[config.mk]
export PLATFORM = sky130hd
export DESIGN_NAME = quad_word_serializer_flat
export DESIGN_NICKNAME = d
export VERILOG_FILES = /design/src/rtl/quad_word_serializer_if.sv /design/src/rtl/quad_word_serializer.sv /design/src/flat_wrapper.sv
export SDC_FILE = /design/constraint.sdc
export NUM_CORES = 1
export LEC_CHECK = 0
export ABC_AREA = 1
export CAP_MARGIN = 20
export CORE_ASPECT_RATIO = 1.75
export CORE_MARGIN = 4
export CORE_UTILIZATION = 50
export CTS_BUF_LIST = sky130_fd_sc_hd__clkbuf_4 sky130_fd_sc_hd__clkbuf_8
export DETAILED_ROUTE_END_ITERATION = 12
export GPL_ROUTABILITY_DRIVEN = 0
export PLACE_DENSITY_LB_ADDON = 0.3
export SYNTH_ARGS = -nofsm -noshare
export SYNTH_HDL_FRONTEND = slang
export SYNTH_SLANG_ARGS = --single-unit
[constraint.sdc]
create_clock -name clk -period 2.4 [get_ports clk]
set_input_delay 0.36 -clock clk [delete_from_list [all_inputs] [get_ports clk]]
set_output_delay 0.36 -clock clk [all_outputs]
set_load 0.03 [all_outputs]
[src/rtl/quad_word_serializer_if.sv]
// Handshake bundle for quad_word_serializer: 4x16-bit group in, 16-bit word stream out.
// slave = serializer side, master = upstream/downstream environment side.
interface quad_word_serializer_if;
  logic        in_valid;
  logic        in_ready;
  logic [15:0] in_a;
  logic [15:0] in_b;
  logic [15:0] in_c;
  logic [15:0] in_d;
  logic        out_valid;
  logic        out_ready;
  logic [15:0] out;
  logic [1:0]  out_sel;
  logic        out_last;

  modport slave (
    input  in_valid, in_a, in_b, in_c, in_d, out_ready,
    output in_ready, out_valid, out, out_sel, out_last
  );

  modport master (
    output in_valid, in_a, in_b, in_c, in_d, out_ready,
    input  in_ready, out_valid, out, out_sel, out_last
  );
endinterface

[src/rtl/quad_word_serializer.sv]
// Serializes one 4x16-bit group into four 16-bit beats (a,b,c,d); first beat the cycle after accept, stalls on out_ready low.
// Optional QWS_BACK_TO_BACK_EN: accept the next group during the last beat, removing the idle bubble.
module quad_word_serializer (
  input  logic                   clk,
  input  logic                   reset,
  quad_word_serializer_if.slave  bus
);

  typedef enum logic {IDLE, SEND} state_t;

  state_t      r_state;
  logic [15:0] r_hold_a;
  logic [15:0] r_hold_b;
  logic [15:0] r_hold_c;
  logic [15:0] r_hold_d;
  logic [1:0]  r_sel;
  logic        r_out_valid;

  logic        w_in_ready;
  logic        w_in_fire;
  logic        w_out_fire;
  logic        w_at_last;
  logic [15:0] w_out;

  assign w_at_last = (r_state == SEND) && (r_sel == 2'b11);

`ifdef QWS_BACK_TO_BACK_EN
  assign w_in_ready = !reset && ((r_state == IDLE) || (w_at_last && bus.out_ready));
`else
  assign w_in_ready = !reset && (r_state == IDLE);
`endif

  assign w_in_fire  = bus.in_valid && w_in_ready;
  assign w_out_fire = r_out_valid && bus.out_ready;

  // 4-way word mux over the held operands; depends on registered state only
  always_comb begin
    w_out = r_hold_a;
    case (r_sel)
      2'b00: w_out = r_hold_a;
      2'b01: w_out = r_hold_b;
      2'b10: w_out = r_hold_c;
      2'b11: w_out = r_hold_d;
      default: w_out = r_hold_a;
    endcase
  end

  always_ff @(posedge clk or posedge reset) begin
    if (reset) begin
      r_state     <= IDLE;
      r_hold_a    <= 16'h0000;
      r_hold_b    <= 16'h0000;
      r_hold_c    <= 16'h0000;
      r_hold_d    <= 16'h0000;
      r_sel       <= 2'b00;
      r_out_valid <= 1'b0;
    end else begin
      case (r_state)
        IDLE: begin
          if (w_in_fire) begin
            r_hold_a    <= bus.in_a;
            r_hold_b    <= bus.in_b;
            r_hold_c    <= bus.in_c;
            r_hold_d    <= bus.in_d;
            r_sel       <= 2'b00;
            r_out_valid <= 1'b1;
            r_state     <= SEND;
          end
        end
        SEND: begin
          if (w_out_fire) begin
            if (r_sel == 2'b11) begin
              r_sel <= 2'b00;
              // w_in_fire can only be set here when back-to-back reload is enabled
              if (w_in_fire) begin
                r_hold_a <= bus.in_a;
                r_hold_b <= bus.in_b;
                r_hold_c <= bus.in_c;
                r_hold_d <= bus.in_d;
              end else begin
                r_out_valid <= 1'b0;
                r_state     <= IDLE;
              end
            end else begin
              r_sel <= r_sel + 2'b01;
            end
          end
        end
        default: begin
          r_state     <= IDLE;
          r_sel       <= 2'b00;
          r_out_valid <= 1'b0;
        end
      endcase
    end
  end

  assign bus.in_ready  = w_in_ready;
  assign bus.out_valid = r_out_valid;
  assign bus.out       = w_out;
  assign bus.out_sel   = r_sel;
  assign bus.out_last  = r_out_valid && (r_sel == 2'b11);

endmodule

[src/flat_wrapper.sv]
// flat-port wrapper written by rule: the top's interface ports become plain ports
module quad_word_serializer_flat 
  (clk, reset, bus_in_valid, bus_in_a, bus_in_b, bus_in_c, bus_in_d, bus_out_ready, bus_in_ready, bus_out_valid, bus_out, bus_out_sel, bus_out_last);
  quad_word_serializer_if bus_i ();
  input  logic clk;
  input  logic reset;
  input wire logic [$bits(bus_i.in_valid)-1:0] bus_in_valid;
  input wire logic [$bits(bus_i.in_a)-1:0] bus_in_a;
  input wire logic [$bits(bus_i.in_b)-1:0] bus_in_b;
  input wire logic [$bits(bus_i.in_c)-1:0] bus_in_c;
  input wire logic [$bits(bus_i.in_d)-1:0] bus_in_d;
  input wire logic [$bits(bus_i.out_ready)-1:0] bus_out_ready;
  output wire logic [$bits(bus_i.in_ready)-1:0] bus_in_ready;
  output wire logic [$bits(bus_i.out_valid)-1:0] bus_out_valid;
  output wire logic [$bits(bus_i.out)-1:0] bus_out;
  output wire logic [$bits(bus_i.out_sel)-1:0] bus_out_sel;
  output wire logic [$bits(bus_i.out_last)-1:0] bus_out_last;
  assign bus_i.in_valid = bus_in_valid;
  assign bus_i.in_a = bus_in_a;
  assign bus_i.in_b = bus_in_b;
  assign bus_i.in_c = bus_in_c;
  assign bus_i.in_d = bus_in_d;
  assign bus_i.out_ready = bus_out_ready;
  assign bus_in_ready = bus_i.in_ready;
  assign bus_out_valid = bus_i.out_valid;
  assign bus_out = bus_i.out;
  assign bus_out_sel = bus_i.out_sel;
  assign bus_out_last = bus_i.out_last;
  quad_word_serializer u_core (.clk(clk), .reset(reset), .bus(bus_i));
endmodule
==> results of run 1 <==
-- final cells by class --
cell class              instances  area (um^2)
flip-flops and latches         68         1703
well taps                      82        102.6
repair buffers                105        967.2
clock buffers                  11        145.1
fillers                       579         2120
clock inverters                 3        15.01
multi-input cells             311         1351
inverters                      23        86.33
-- through the flow --
stage / std cells / total power [mW] / setup slack [ns] / util, %
floorplan: 432 / 3.809 / 0.1759 / -
global placement: 589 / 4.838 / 0.1053 / 65.91
detailed placement: 589 / 4.918 / 0.04775 / 65.91
CTS: 603 / 5.573 / 0.003723 / 68.23
global route: 603 / 5.921 / 0.007643 / 67.34
finish: 603 / 5.496 / 0.1048 / 67.34
-- state kept, by name (all words and copies together), names as in the netlist --
signal	flops
u_core.bus.out_valid	1
u_core.bus.out_sel	2
u_core.r_hold_d	16
u_core.r_hold_c	16
u_core.r_hold_b	16
u_core.r_state	1
u_core.r_hold_a	16
-- per-layer routing --
metal  vias up  GRT usage, %
li1       1527             -
met1      1395         26.70
met2       106         36.10
met3        25         4.167
met4         0         14.34
met5         -             0
-- power by group --
part / switching [mW] / internal, mW
Clock: 0.394 / 0.397
Combinational: 1.68 / 0.938
Sequential: 0.368 / 1.72
-- repair_timing --
item,4_1_cts,5_1_grt
pin swaps,0,0
hold endpoints to repair,0,0
gates resized for setup,22,26
setup buffers,0,0
setup endpoints to repair,15,15
-- cells in the mapped netlist, drive strengths merged --
cell type    n  area share (%)
nand2      187              21
dfrtp       68              51
nand3       68              10
a21oi       32             4.8
buf         28             5.1
inv         23             2.6
nor2        17             2.0
ha           5             1.9
clkbuf       2            0.30
nor3b        1            0.23
o21ai        1            0.15
-- worst paths after layout --
kind                                  endpoint  slack (ns)  depth (start not counted)
setup / recovery                   bus_out[13]        0.10                          7
hold / removal             u_core.r_hold_c[14]        0.46                          2
setup reg to reg            u_core.r_hold_a[1]        0.90                          5
hold reg to reg            u_core.r_hold_d[14]        0.47                          2
max in group asynchronous   u_core.r_hold_a[2]        1.33                          3
min in group clk           u_core.r_hold_d[14]        0.47                          2
-- kinds of logic (layout without fill, tap and decap cells) --
logic type,Yosys count,after routing
buffers and inverters,53,142
adder cells (fa/ha/maj),5,5
AO/OA/AOI/OAI,33,33
flip-flops,68,68
AND/OR/NAND/NOR,273,273
==> results.toml, run 1 <==
[critical_path]
cp_max_fo = 15
worst-setup-path-type = "reg -> out"
critPathMaxStageDelay_ns = 0.47
cpMostUsedCell = "nand2_1"
crit_path_start = "u_core.bus.out_sel[1]"
timing.critical_path.buf_inv = 3
slowest_stage = "dfrtp_1"
cp.required_ns = 2.04
endpoint_kind = "output port"
start_kind = "register"
cp_cell_sequence = "ha_1, buf_12, nand2_1, nand2_1, inv_1, a21oi_1, clkdlybuf4s15_2"
worstReg2RegStart = "u_core.r_state"
crit_arrival_ns = 1.94
crit_family = "buffers and inverters"

[detailed_routing]
via_per_inst = 5.063
wl_met2_um = 4107
drtPass1Iterations = 4
antenna_left = 0
route.vias.total = 3053
drtIter0Drc = 269
wl_met1_um = 3422
detail_route.wirelength_um = 8357
wl_per_cell_um = 13.86
routed-wl-met3_um = 480
drcViolationCount = 0
top_layer = "met4"

[floorplanning]
rows = 39
core_area_um2 = 6490
die_w_um = 69.55
die_h_um = 115.7
initial_core_util_pct = 51.07
die-area_um2 = 8047
ios = 89

[clocking]
clk_path_buf_depth = 2
cts_root_buf = "clkbuf_8"
clkTransAtPathRegs_ns = 0.06
cts_buffers = 9
cts_sinks = 68
cts.hold.buffers_added = 0
h-tree-depth = 3
clk_latency_ns = 0.34
cts_tree = "done"

[synthesis]
synthXorXnorAreaFrac_pct = 0
ys_seq_area_share_pct = 51.34
synth_area_um2 = 3314
yosys_warnings = 0
postSynthAreaPerCell_um2 = 7.672
synth_fp_nets = 505
synth_compound_area_share_pct = 4.983
synth.distinct_cells = 15
synthAdderAreaFrac_pct = 1.888
synth_mux_area_share_pct = 0
synth_seq_cells = 68
synth_top_family_by_area = "simple AND/OR/NAND/NOR gates"
synth-simple-area-share_pct = 33.75
postSynthCellCount = 432

[power_and_ir_drop]
ir_drop_mv = 0.6158
leakage_nw = 2.266
powerDensity_nw_per_um2 = 1258

[timing]
whs_ns = 0.4647
timing.fmax_ghz = 0.4357
setup-violations-final = 0
skew_ns = 0.007701
slew_headroom_pct = 68.48
worst_slew_pin_slew_ns = 0.4721
tns_ns = 0
drv_slew = 0
rsz0062_at_grt = "no"
period_share_pct = 95.63
finalHoldViolCount = 0
final.min_clock_period_ns = 2.295

[cells_and_area]
diodes = 0
drive_above_1_share_pct = 10.17
final_area_um2 = 4370
layout_commonest_cell = "nand2_1"
area_delta_synth_final_pct = 31.86
nets = 591
mostFrequentLayoutCells = "186 x nand2_1, 70 x clkdlybuf4s50_1, 68 x nand3_1, 67 x dfrtp_1, 32 x a21oi_1"

[place]
placed_area_um2 = 4278
dp_hpwl_um = 6151
numPortBuffers = 88

[min_path]
hold_class = "in -> async"

[global_routing]
grt_max_degree = 46
grt_first_pass_wirelength_um = 13830
grt_pass1_vias = 2917
track_usage_pct = 22.07
grt_antenna_before_repair = 0
overflow = 0

[flow_run]
max_cap_viol_count = 0

[outcome]
status = "completed"
No activity file was read; power rests on OpenSTA's default activity.
==> run 2: changes to the inputs <==
--- a/config.mk
+++ b/config.mk
@@ -13,6 +13,7 @@
 export CTS_BUF_LIST = sky130_fd_sc_hd__clkbuf_4 sky130_fd_sc_hd__clkbuf_8
 export DETAILED_ROUTE_END_ITERATION = 12
 export GPL_ROUTABILITY_DRIVEN = 0
+export GPL_TIMING_DRIVEN = 0
 export PLACE_DENSITY_LB_ADDON = 0.3
 export SYNTH_ARGS = -nofsm -noshare
 export SYNTH_HDL_FRONTEND = slang
==> constraint.sdc (replaced) <==
create_clock -name clk -period 2.4 [get_ports clk]
set_input_delay 0.36 -clock clk [delete_from_list [all_inputs] [get_ports clk]]
set_output_delay 0.36 -clock clk [all_outputs]
set_load 0.05 [all_outputs]
==> results.toml, run 2 (synthesis gave the netlist of run 1 again) <==
[outcome]
status = "completed"

[clocking]
cts_buffers = 9
clk_path_buf_depth = 2
cts_tree = "done"
clk_latency_ns = 0.35
cts_sinks = 68
clkTransAtPathRegs_ns = 0.07
cts.hold.buffers_added = 0
cts_root_buf = "clkbuf_8"
h-tree-depth = 3

[timing]
period_share_pct = 95.88
tns_ns = 0
final.min_clock_period_ns = 2.301
whs_ns = 0.4690
setup-violations-final = 0
drv_slew = 0
skew_ns = 0.006882
finalHoldViolCount = 0
worst_slew_pin_slew_ns = 0.6130
slew_headroom_pct = 59.07
timing.fmax_ghz = 0.4346

[floorplanning]
core_area_um2 = 6490
die-area_um2 = 8047
initial_core_util_pct = 51.07
die_h_um = 115.7
rows = 39
die_w_um = 69.55
ios = 89

[critical_path]
reg2reg_slack_ns = 1.03
crit_arrival_ns = 1.94
crit_path_start = "u_core.bus.out_sel[0]"
start_kind = "register"
worst-setup-path-type = "reg -> out"
worstReg2RegStart = "u_core.r_state"
worst_r2r_endpoint = "u_core.r_hold_b[4]"
cp.required_ns = 2.04
reg2reg_depth = 5
cp_max_fo = 7
endpoint_kind = "output port"

[place]
placed_area_um2 = 4378
numPortBuffers = 88
dp_hpwl_um = 7081

[detailed_routing]
antenna_left = 0
drtPass1Iterations = 5
drtIter0Drc = 231
route.vias.total = 3269
wl_per_cell_um = 14.87
drcViolationCount = 0
via_per_inst = 5.264
detail_route.wirelength_um = 9235

[power_and_ir_drop]
swShare_pct = 47.66
powerDensity_nw_per_um2 = 1401
leakage_nw = 2.352
power_frac_clock_pct = 14.0
combPwrFrac_pct = 53.5
ir_drop_mv = 0.8781
power_mw = 6.427
pwr-share-seq_pct = 32.5
p_int_mw = 3.364
power_switching_mw = 3.063

[cells_and_area]
diodes = 0
mostFrequentLayoutCells = "186 x nand2_1, 70 x clkdlybuf4s50_1, 68 x nand3_1, 66 x dfrtp_1, 21 x inv_1"
layout_commonest_cell = "nand2_1"
nets = 607
final_area_um2 = 4587
final_util_pct = 70.68
area_delta_synth_final_pct = 38.39
drive_above_1_share_pct = 16.88

[global_routing]
grt_antenna_before_repair = 0
grt_max_degree = 41
grt_pass1_vias = 3145
grt_first_pass_wirelength_um = 14670
overflow = 0
track_usage_pct = 23.80

[min_path]
hold_class = "in -> async"

[flow_run]
max_cap_viol_count = 0
## run 2: cell types whose count changed in the layout (fill, tap and decap cells not counted), moves of 2 or more
cell | previous run | this run
a21oi_2 | 0 | 19
buf_2 | 2 | 18
clkdlybuf4s15_2 | 1 | 3
buf_6 | 0 | 7
clkbuf_2 | 13 | 1
a21oi_1 | 32 | 13
clkinv_2 | 3 | 5
clkbuf_4 | 1 | 4
buf_12 | 3 | 1
## run 2: how the worst max path moves through the flow
stage	endpoint	slack [ns]
2_1_floorplan	bus_out[10]	0.06
3_3_place_gp	u_core.r_hold_c[14]	-0.76
3_5_place_dp	bus_out[12]	-0.35
4_1_cts	bus_out[13]	0.008
5_1_grt	bus_out[1]	-0.0009
6_report	bus_out[1]	0.1
## run 2: layout make-up
cell class                 instances  area [um^2]
fill                             549         1903
buffer                            30        202.7
tap                               82        102.6
timing repair buffer              91        884.6
sequential                        68         1704
clock buffer                      10        131.4
multi-input combinational        311         1418
inverter                          23        88.84
clock inverter                     6        55.05
## run 2: timing repair
action                                  in CTS  in global routing
pin swaps                                    0                  0
endpoints found under the setup margin      18                 17
buffers inserted                             0                  2
gates resized for setup                     89                 22
## run 2: power groups by stage
| stage | clock (mW) | combinational [mW] | sequential, mW |
|---|---|---|---|
| 4_1_cts | 0.908 | 3.34 | 2.07 |
| 6_report | 0.899 | 3.44 | 2.09 |
| 3_3_place_gp | 0 | 3.34 | 2.06 |
| 3_5_place_dp | 0 | 3.42 | 2.09 |
| 5_1_grt | 0.963 | 3.72 | 2.13 |
| 2_1_floorplan | 0 | 2.32 | 2.06 |
## run 2: critical path, stage by stage, from the launching register on
cell and delay (ns):
dfrtp_2 0.44, inv_1 0.10, ha_1 0.16, clkbuf_4 0.20
nand2_1 0.07, nand2_1 0.06, inv_1 0.05, a21oi_2 0.13
clkdlybuf4s15_2 0.38
## run 2: metal layers
metal  share of wire (%)  vias up  GRT usage, %
met2                  53      143         42.41
li1                    -     1562             -
met4                 3.8        0         12.52
met1                  37     1533         26.44
met3                 6.4       31         5.295
met5                   0        -             0
## run 2: stage by stage
stage	worst slack, ns	std cells
floorplan	0.05751	432
global placement	-0.7595	602
detailed placement	-0.3463	603
CTS	0.007966	619
global route	-0.0009388	621
finish	0.09892	621
